## config.mk

```make
export PLATFORM = sky130hd
export DESIGN_NAME = icache_2way
export DESIGN_NICKNAME = d
export VERILOG_FILES = /design/src/rtl/icache_pkg.sv /design/src/rtl/icache_tag_way.sv /design/src/rtl/icache_2way.sv
export SDC_FILE = /design/constraint.sdc
export NUM_CORES = 2
export LEC_CHECK = 0
export ABC_AREA = 1
export BUFFER_PORTS_ARGS = -buffer_cell sky130_fd_sc_hd__buf_2
export CELL_PAD_IN_SITES_DETAIL_PLACEMENT = 1
export CELL_PAD_IN_SITES_GLOBAL_PLACEMENT = 2
export CORE_ASPECT_RATIO = 1.25
export CORE_MARGIN = 2
export CORE_UTILIZATION = 40
export DETAILED_ROUTE_END_ITERATION = 8
export PLACE_DENSITY = 0.78
export RECOVER_POWER = 25
export SLEW_MARGIN = 40
export SYNTH_ARGS = -nofsm -noshare
export SYNTH_HDL_FRONTEND = slang
export SYNTH_HIERARCHICAL = 1
export SYNTH_SLANG_ARGS = --single-unit
```

## constraint.sdc

```tcl
create_clock -name clk -period 18.87 [get_ports clk]
set_clock_uncertainty 0.1 [all_clocks]
set_input_delay 3.774 -clock clk [delete_from_list [all_inputs] [get_ports clk]]
set_output_delay 3.774 -clock clk [all_outputs]
set_load 0.005 [all_outputs]
```

## src/rtl/icache_pkg.sv

```systemverilog
// Shared types and address-field helpers for the 2-way instruction cache.
// Field helpers work on a widened address so any parameter set can reuse them.
package icache_pkg;

  typedef enum logic [1:0] {
    IDLE      = 2'd0,
    MISS_REQ  = 2'd1,
    MISS_WAIT = 2'd2,
    FLUSH     = 2'd3
  } state_t;

  // Byte offset is always two bits (32-bit instruction words).
  function automatic logic [63:0] f_word(input logic [63:0] a, input int word_w);
    return (a >> 2) & ((64'd1 << word_w) - 64'd1);
  endfunction

  function automatic logic [63:0] f_index(input logic [63:0] a, input int word_w,
                                          input int index_w);
    return (a >> (2 + word_w)) & ((64'd1 << index_w) - 64'd1);
  endfunction

  function automatic logic [63:0] f_tag(input logic [63:0] a, input int word_w,
                                        input int index_w);
    return a >> (2 + word_w + index_w);
  endfunction

endpackage

```

## src/rtl/icache_tag_way.sv

```systemverilog
// One cache way: tag, valid and line storage in flops with a combinational
// compare port, a line-write port and a single-set clear port.
module icache_tag_way #(
  parameter int NUM_SETS = 4,
  parameter int TAG_W    = 26,
  parameter int LINE_W   = 128
) (
  input  logic                        clk,
  input  logic                        reset,
  input  logic [$clog2(NUM_SETS)-1:0] i_idx,
  input  logic [TAG_W-1:0]            i_tag,
  output logic                        o_hit,
  output logic                        o_valid,
  output logic [LINE_W-1:0]           o_line,
  input  logic                        i_wr_en,
  input  logic [LINE_W-1:0]           i_wr_line,
  input  logic                        i_clr_en,
  input  logic [$clog2(NUM_SETS)-1:0] i_clr_idx
);

  logic [NUM_SETS-1:0] r_valid;
  logic [TAG_W-1:0]    r_tag  [NUM_SETS];
  logic [LINE_W-1:0]   r_data [NUM_SETS];

  assign o_valid = r_valid[i_idx];
  assign o_hit   = r_valid[i_idx] && (r_tag[i_idx] == i_tag);
  assign o_line  = r_data[i_idx];

  always_ff @(posedge clk) begin
    if (reset) begin
      r_valid <= '0;
    end else begin
      if (i_clr_en) r_valid[i_clr_idx] <= 1'b0;
      if (i_wr_en)  r_valid[i_idx]     <= 1'b1;
    end
  end

  // Tag and data need no reset: valid gates every use of them.
  always_ff @(posedge clk) begin
    if (i_wr_en) begin
      r_tag[i_idx]  <= i_tag;
      r_data[i_idx] <= i_wr_line;
    end
  end

endmodule

```

## src/rtl/icache_2way.sv

```systemverilog
// 2-way set-associative instruction cache with LRU replacement, walking
// flush, line refill handshake and saturating hit/miss counters.
module icache_2way
  import icache_pkg::*;
#(
  parameter int ADDR_W         = 32,
  parameter int DATA_W         = 32,
  parameter int NUM_SETS       = 4,
  parameter int WORDS_PER_LINE = 4,
  parameter int CNT_W          = 32
) (
  input  logic                             clk,
  input  logic                             reset,
  input  logic                             cpu_req_valid,
  input  logic [ADDR_W-1:0]                cpu_req_addr,
  output logic                             cpu_req_ready,
  output logic                             cpu_rsp_valid,
  output logic [DATA_W-1:0]                cpu_rsp_data,
  output logic                             stall,
  input  logic                             flush,
  output logic                             mem_req_valid,
  output logic [ADDR_W-1:0]                mem_req_addr,
  input  logic                             mem_req_ready,
  input  logic                             mem_rsp_valid,
  input  logic [DATA_W*WORDS_PER_LINE-1:0] mem_rsp_data,
  output logic                             hit_pulse,
  output logic                             miss_pulse,
  output logic [CNT_W-1:0]                 hit_count,
  output logic [CNT_W-1:0]                 miss_count
);

  localparam int LINE_W  = DATA_W * WORDS_PER_LINE;
  localparam int WORD_W  = $clog2(WORDS_PER_LINE);
  localparam int INDEX_W = $clog2(NUM_SETS);
  localparam int TAG_W   = ADDR_W - 2 - WORD_W - INDEX_W;
  localparam logic [INDEX_W-1:0] LAST_SET = INDEX_W'(NUM_SETS - 1);

  state_t              r_state;
  logic [ADDR_W-1:0]   r_addr;
  logic [NUM_SETS-1:0] r_lru;
  logic [INDEX_W-1:0]  r_fcnt;
  logic                r_flush_pend;
  logic                r_rsp_valid;
  logic [DATA_W-1:0]   r_rsp_data;
  logic                r_hit_pulse;
  logic                r_miss_pulse;
  logic [CNT_W-1:0]    r_hit_count;
  logic [CNT_W-1:0]    r_miss_count;

  logic [ADDR_W-1:0]      w_lk_addr;
  logic [INDEX_W-1:0]     w_idx;
  logic [TAG_W-1:0]       w_tag;
  logic [WORD_W-1:0]      w_word;
  logic [1:0]             w_hit_way;
  logic [1:0]             w_vld;
  logic [1:0]             w_wr_en;
  logic [LINE_W-1:0]      w_line [2];
  logic                   w_hit;
  logic                   w_hit_sel;
  logic                   w_victim;
  logic                   w_fill;
  logic [LINE_W-1:0]      w_sel_line;
  logic [DATA_W-1:0]      w_hit_word;
  logic [DATA_W-1:0]      w_fill_word;

  // In IDLE the lookup follows the incoming request; otherwise the latched miss.
  assign w_lk_addr = (r_state == IDLE) ? cpu_req_addr : r_addr;
  assign w_idx     = INDEX_W'(f_index(64'(w_lk_addr), WORD_W, INDEX_W));
  assign w_tag     = TAG_W'(f_tag(64'(w_lk_addr), WORD_W, INDEX_W));
  assign w_word    = WORD_W'(f_word(64'(w_lk_addr), WORD_W));

  assign w_hit       = |w_hit_way;
  assign w_hit_sel   = w_hit_way[1];
  assign w_victim    = !w_vld[0] ? 1'b0 : (!w_vld[1] ? 1'b1 : r_lru[w_idx]);
  assign w_fill      = (r_state == MISS_WAIT) && mem_rsp_valid;
  assign w_sel_line  = w_line[w_hit_sel];
  assign w_hit_word  = w_sel_line[DATA_W*w_word +: DATA_W];
  assign w_fill_word = mem_rsp_data[DATA_W*w_word +: DATA_W];

  for (genvar g = 0; g < 2; g++) begin : g_way
    assign w_wr_en[g] = w_fill && (w_victim == 1'(g));
    icache_tag_way #(
      .NUM_SETS (NUM_SETS),
      .TAG_W    (TAG_W),
      .LINE_W   (LINE_W)
    ) u_way (
      .clk       (clk),
      .reset     (reset),
      .i_idx     (w_idx),
      .i_tag     (w_tag),
      .o_hit     (w_hit_way[g]),
      .o_valid   (w_vld[g]),
      .o_line    (w_line[g]),
      .i_wr_en   (w_wr_en[g]),
      .i_wr_line (mem_rsp_data),
      .i_clr_en  (r_state == FLUSH),
      .i_clr_idx (r_fcnt)
    );
  end

  assign cpu_req_ready = (r_state == IDLE) && !flush && !reset;
  assign stall         = (r_state != IDLE);
  assign mem_req_valid = (r_state == MISS_REQ);
  assign mem_req_addr  = {r_addr[ADDR_W-1:2+WORD_W], {(2+WORD_W){1'b0}}};
  assign cpu_rsp_valid = r_rsp_valid;
  assign cpu_rsp_data  = r_rsp_data;
  assign hit_pulse     = r_hit_pulse;
  assign miss_pulse    = r_miss_pulse;
  assign hit_count     = r_hit_count;
  assign miss_count    = r_miss_count;

  always_ff @(posedge clk) begin
    if (reset) begin
      r_state      <= IDLE;
      r_addr       <= '0;
      r_lru        <= '0;
      r_fcnt       <= '0;
      r_flush_pend <= 1'b0;
      r_rsp_valid  <= 1'b0;
      r_rsp_data   <= '0;
      r_hit_pulse  <= 1'b0;
      r_miss_pulse <= 1'b0;
    end else begin
      r_rsp_valid  <= 1'b0;
      r_hit_pulse  <= 1'b0;
      r_miss_pulse <= 1'b0;
      case (r_state)
        IDLE: begin
          if (flush) begin
            r_state <= FLUSH;
            r_fcnt  <= '0;
          end else if (cpu_req_valid) begin
            if (w_hit) begin
              r_rsp_valid   <= 1'b1;
              r_rsp_data    <= w_hit_word;
              r_lru[w_idx]  <= ~w_hit_sel;
              r_hit_pulse   <= 1'b1;
            end else begin
              r_addr       <= cpu_req_addr;
              r_miss_pulse <= 1'b1;
              r_state      <= MISS_REQ;
            end
          end
        end
        MISS_REQ: begin
          if (flush) r_flush_pend <= 1'b1;
          if (mem_req_ready) r_state <= MISS_WAIT;
        end
        MISS_WAIT: begin
          if (mem_rsp_valid) begin
            r_lru[w_idx] <= ~w_victim;
            r_rsp_valid  <= 1'b1;
            r_rsp_data   <= w_fill_word;
            if (r_flush_pend || flush) begin
              r_state      <= FLUSH;
              r_fcnt       <= '0;
              r_flush_pend <= 1'b0;
            end else begin
              r_state <= IDLE;
            end
          end else if (flush) begin
            r_flush_pend <= 1'b1;
          end
        end
        FLUSH: begin
          r_lru[r_fcnt] <= 1'b0;
          if (r_fcnt == LAST_SET) begin
            // A flush that arrived during the walk restarts it straight away.
            if (r_flush_pend || flush) begin
              r_fcnt       <= '0;
              r_flush_pend <= 1'b0;
            end else begin
              r_state <= IDLE;
            end
          end else begin
            r_fcnt <= r_fcnt + 1'b1;
            if (flush) r_flush_pend <= 1'b1;
          end
        end
        default: r_state <= IDLE;
      endcase
    end
  end

  // Always assigned so the saturating add also reloads from the current value.
  always_ff @(posedge clk) begin
    if (reset) begin
      r_hit_count  <= '0;
      r_miss_count <= '0;
    end else begin
      r_hit_count  <= r_hit_count  + CNT_W'(r_hit_pulse  && !(&r_hit_count));
      r_miss_count <= r_miss_count + CNT_W'(r_miss_pulse && !(&r_miss_count));
    end
  end

endmodule
```

==> run summary <==
Max-cap violations in this run came to 0. The area enclosed by the die boundary is 145,000 sq um, and the remaining design rule violation count is 0. The first global-routing pass estimated 262,000 um of wire. Buffer type at the clock tree root: clkbuf_16. Worst hold path endpoint: r_addr[12]. The logs give 4 for the number of H-tree levels and 15.00 ns for the required time at the endpoint of the critical path.

After detailed routing, the average wire length per cell comes to 25.0 um. The relative max-transition margin was 0.409. In this run, the number of DRC markers left after iteration 0 of detailed routing was 3,060. The share of the synthesized netlist area taken by xor and xnor gates was 0.00124; the share of power burned in the clock network was 0.299. Critical path capture point type: an output pin. The number of synthesized register bits is 1,378. The run gives 0 as the count of hold buffers inserted by post-cts repair. The clock sink total is 1,378. The tools report the origin of the critical flop-to-flop path as r_state[1]. The sequential cell area fraction in the yosys report is 0.704, and the mean area per synthesized cell is 11.6 sq um. For the arrival time of data at the critical path endpoint, the log shows 5.13 ns.

The share of total power consumed by net switching was 0.371; the cell internal power dissipation was 6.04 mW. The clock latency at the later pin of the worst-skew pair was 0.80 ns. The number of antenna violations at the first check in global routing was 55.

The synthesized netlist occupies a cell area of 56,700 sq um. The Yosys step of the flow raised 6 warnings. From synthesis to final layout, the design area changed by 13.9%. Across the VDD grid, the largest voltage drop is 0.000128 V. Number of endpoints with negative hold slack in the final report: 0. In this run the post-CTS setup repair buffer count came out at 0.

Share of the synthesized area in the top cell type: 0.652. TritonCTS built the clock tree. The switching power was 3.56 mW. Most crowded layer after global routing: met2.

The final HPWL from detailed placement is 103,000 um. Fraction of layout cells with a size suffix above 1: 0.102. For the combined global-route utilization of all metal layers, the log shows 0.244. The post-synthesis adder-cell area fraction is 0.00176, and the detailed-route wire length is 178,000 um. Summing over every cut layer, the via total after detailed routing is 39,200. For this run the aggregate overflow at the end of global routing stands at 0.

Buffers placed on the I/O ports in this run total 293. Entering global routing, the biggest net connects 149 pins. Along the worst hold path, the cell count comes to 2. The congestion estimate from routability-driven global placement came to 0.814. The run gives 0.0536 as the met3 routing resource usage after global routing. The total area inside the core boundary comes to 141,000 sq um. 300 I/O pins were placed. In this run the static leakage power is 23.1 nW.

Setup repair after global routing left no endpoint under its margin. The share of async-settable or async-resettable flops after synthesis works out to 0. The portion of total power attributed to combinational logic was 0.321; the worst setup slack for register-to-register paths was 11.94 ns.

In this run the worst hold path is classified as register to register. After synthesis, the most frequently instantiated cells are 1,411 x nand2_1, 1,232 x edfxtp_1, 445 x a22oi_1. The run finished with clean final reports. The synthesized design spends more area on one cell type than any other, namely edfxtp_1. The run gives 0 ns as the total negative slack for setup checks. The net count of the finished layout is 5,298. The tools report the share of power burned in registers as 0.380.

The number of rows in the core area was 154. The most used flip-flop cell after synthesis was edfxtp_1. The number of clock buffers added by TritonCTS is 142. The largest driver fanout on the critical path came out at 61. Sorting the synthesized cells by area gives the leading types as edfxtp_1 65%, nand2_1 9.3%, a22oi_1 5.9%. The met1 layer usage reported by global route was 0.305. From bottom edge to top edge, the die measures 425 um. The number of synthesized flops with an enable pin is 1,232, and the clock slew at the register clock pins of the worst setup and hold paths is 0.06 ns. The number of pins with negative max-slew slack in the final report was 0; the filler cell count in the final layout was 14,900.

The share of the synthesized area in compound gates (AO/OA/AOI/OAI) came out at 0.101. The number of global-route vias before repair is 40,200, and the count of endpoints failing setup in the final report is 0. The number of distinct standard cells referenced by the synthesized netlist was 41; the detailed-route vias per instance was 5.49.

The tools report the worst reg2reg path endpoint as cpu_rsp_data[16]. The die is 341 um wide. In this run the power density over the cells is 149 nW/um^2.

STA classifies the critical path startpoint as an input port. The portion of the clock cycle consumed by the worst path in the final layout is 0.477. Counting along the longest clock path gives a buffer depth of 3. For the finished layout, the period the worst path requires is 9.00 ns. In the synthesized netlist, the number of instances is 4,895.

Counting cells, the worst reg-to-reg path comes to 26. The main combinational cell family by area after synthesis is simple AND/OR/NAND/NOR gates. The met2 usage in global routing is 0.418, and the number of detailed-routing iterations run before antenna repair is 7.

After clock tree synthesis, the repair step resized 0 gates. Initial standard-cell utilization of the core: 0.403. Launch point of the worst hold path: r_addr[12].

The simple-gate area share of the yosys netlist was 0.143. Pin slew with the least headroom to its limit: 0.883 ns. For the remaining antenna violation count after routing, the log shows 0. The run gives 0.111 GHz as the fmax. Dominant cell by count in the synthesized netlist: nand2_1.

The multiplexer share of the synthesized area is 0. The run gives 0.371 ns as the final hold slack. The critical path in this run is classified as input port to output pin.
[sequential cells by signal, summed over array words and instances, names as in the netlist, named ones only]
name,count
hit_pulse,1
miss_count,32
cpu_rsp_data,32
g_way.u_way/r_valid,8
hit_count,32
cpu_rsp_valid,1
miss_pulse,1
r_state,2
g_way.u_way/r_data,1024
r_flush_pend,1
r_addr,30
r_fcnt,2
g_way.u_way/r_tag,208
[layout make-up]
cell class,count,area [sq um],area share
well taps,1872,2340,0.0363
repair buffers,366,2140,0.0331
multi-input cells,2903,14200,0.219
inverters,333,1300,0.0201
clock buffers,175,3760,0.0582
flip-flops and latches,1378,39900,0.618
clock inverters,83,932,0.0144
diodes,17,42.5,0.000659
[power groups by stage]
stage / registers (mW) / logic [mW] / clock network, mW
CTS: 3.65 / 3.12 / 2.92
floorplan: 3.69 / 1.96 / 0
global route: 3.66 / 3.40 / 3.03
global placement: 3.70 / 3.03 / 0
detailed placement: 3.71 / 3.09 / 0
finish: 3.65 / 3.09 / 2.87
[worst max-delay path by stage]
stage                                from                           end  slack (ns)  depth (start not counted)
after floorplan           cpu_req_addr[4]   g_way[0].u_way/r_data[2][0]        6.67                         15
after global placement    cpu_req_addr[4]  g_way[0].u_way/r_data[3][82]        8.72                         17
after detailed placement  cpu_req_addr[4]              cpu_rsp_data[10]        8.88                         26
after CTS                 cpu_req_addr[4]              cpu_rsp_data[10]        9.69                         26
after global routing      cpu_req_addr[4]              cpu_rsp_data[10]        9.66                         27
final                               reset                 cpu_req_ready        9.87                          6
[cells in the final DEF, fill, tap and decap left out, drive strengths merged]
cell type,instances
nor4b,1
xor2,3
o21ai,227
nor3,39
or2,12
buf,270
edfxtp,1232
a22oi,445
o211ai,92
clkinv,51
nand3b,21
nand3,253
clkbuf,271
nor4,3
conb,4
xnor2,5
o21a,3
a32oi,1
a21oi,94
inv,341
nor3b,3
dfxtp,146
bufinv,17
a31oi,3
nand4,19
nand2,1414
a211oi,2
diode,17
ha,8
nor2,248
clkinvlp,7
and2,1
a21boi,2
[stage by stage]
| step | power (mW) | instances | util | cell area [sq um] | worst slack [ns] |
|---|---|---|---|---|---|
| 2_1_floorplan | 5.65 | 4898 | - | 56700 | 6.67 |
| 3_3_place_gp | 6.73 | 6845 | 0.424 | 59800 | 8.72 |
| 3_5_place_dp | 6.80 | 6850 | 0.425 | 59900 | 8.88 |
| 4_1_cts | 9.68 | 7108 | 0.459 | 64600 | 9.69 |
| 5_1_grt | 10.1 | 7113 | 0.458 | 64600 | 9.66 |
| 6_report | 9.60 | 7127 | 0.459 | 64600 | 9.87 |
[metal layers]
| metal | vias up | wire length, um |
|---|---|---|
| met5 | - | 500 |
| met4 | 56 | 5500 |
| met3 | 339 | 12200 |
| met2 | 1081 | 87800 |
| met1 | 19900 | 72300 |
| li1 | 17800 | - |
[kinds of logic (layout without fill, tap and decap cells)]
group	count (synthesis)	count (layout)
simple gates	2014	2014
fa+ha+maj	8	8
buf+inv	617	957
compound gates	869	869
other cells	1	21
xor+xnor	8	8
flops	1378	1378
[critical path, stage by stage]
cell and delay [ns]:
buf_4 0.23, inv_2 0.09, buf_6 0.50, nand2_1 0.27, inv_1 0.10, buf_2 0.11
Note: power is estimated with default switching activity, not from simulation.
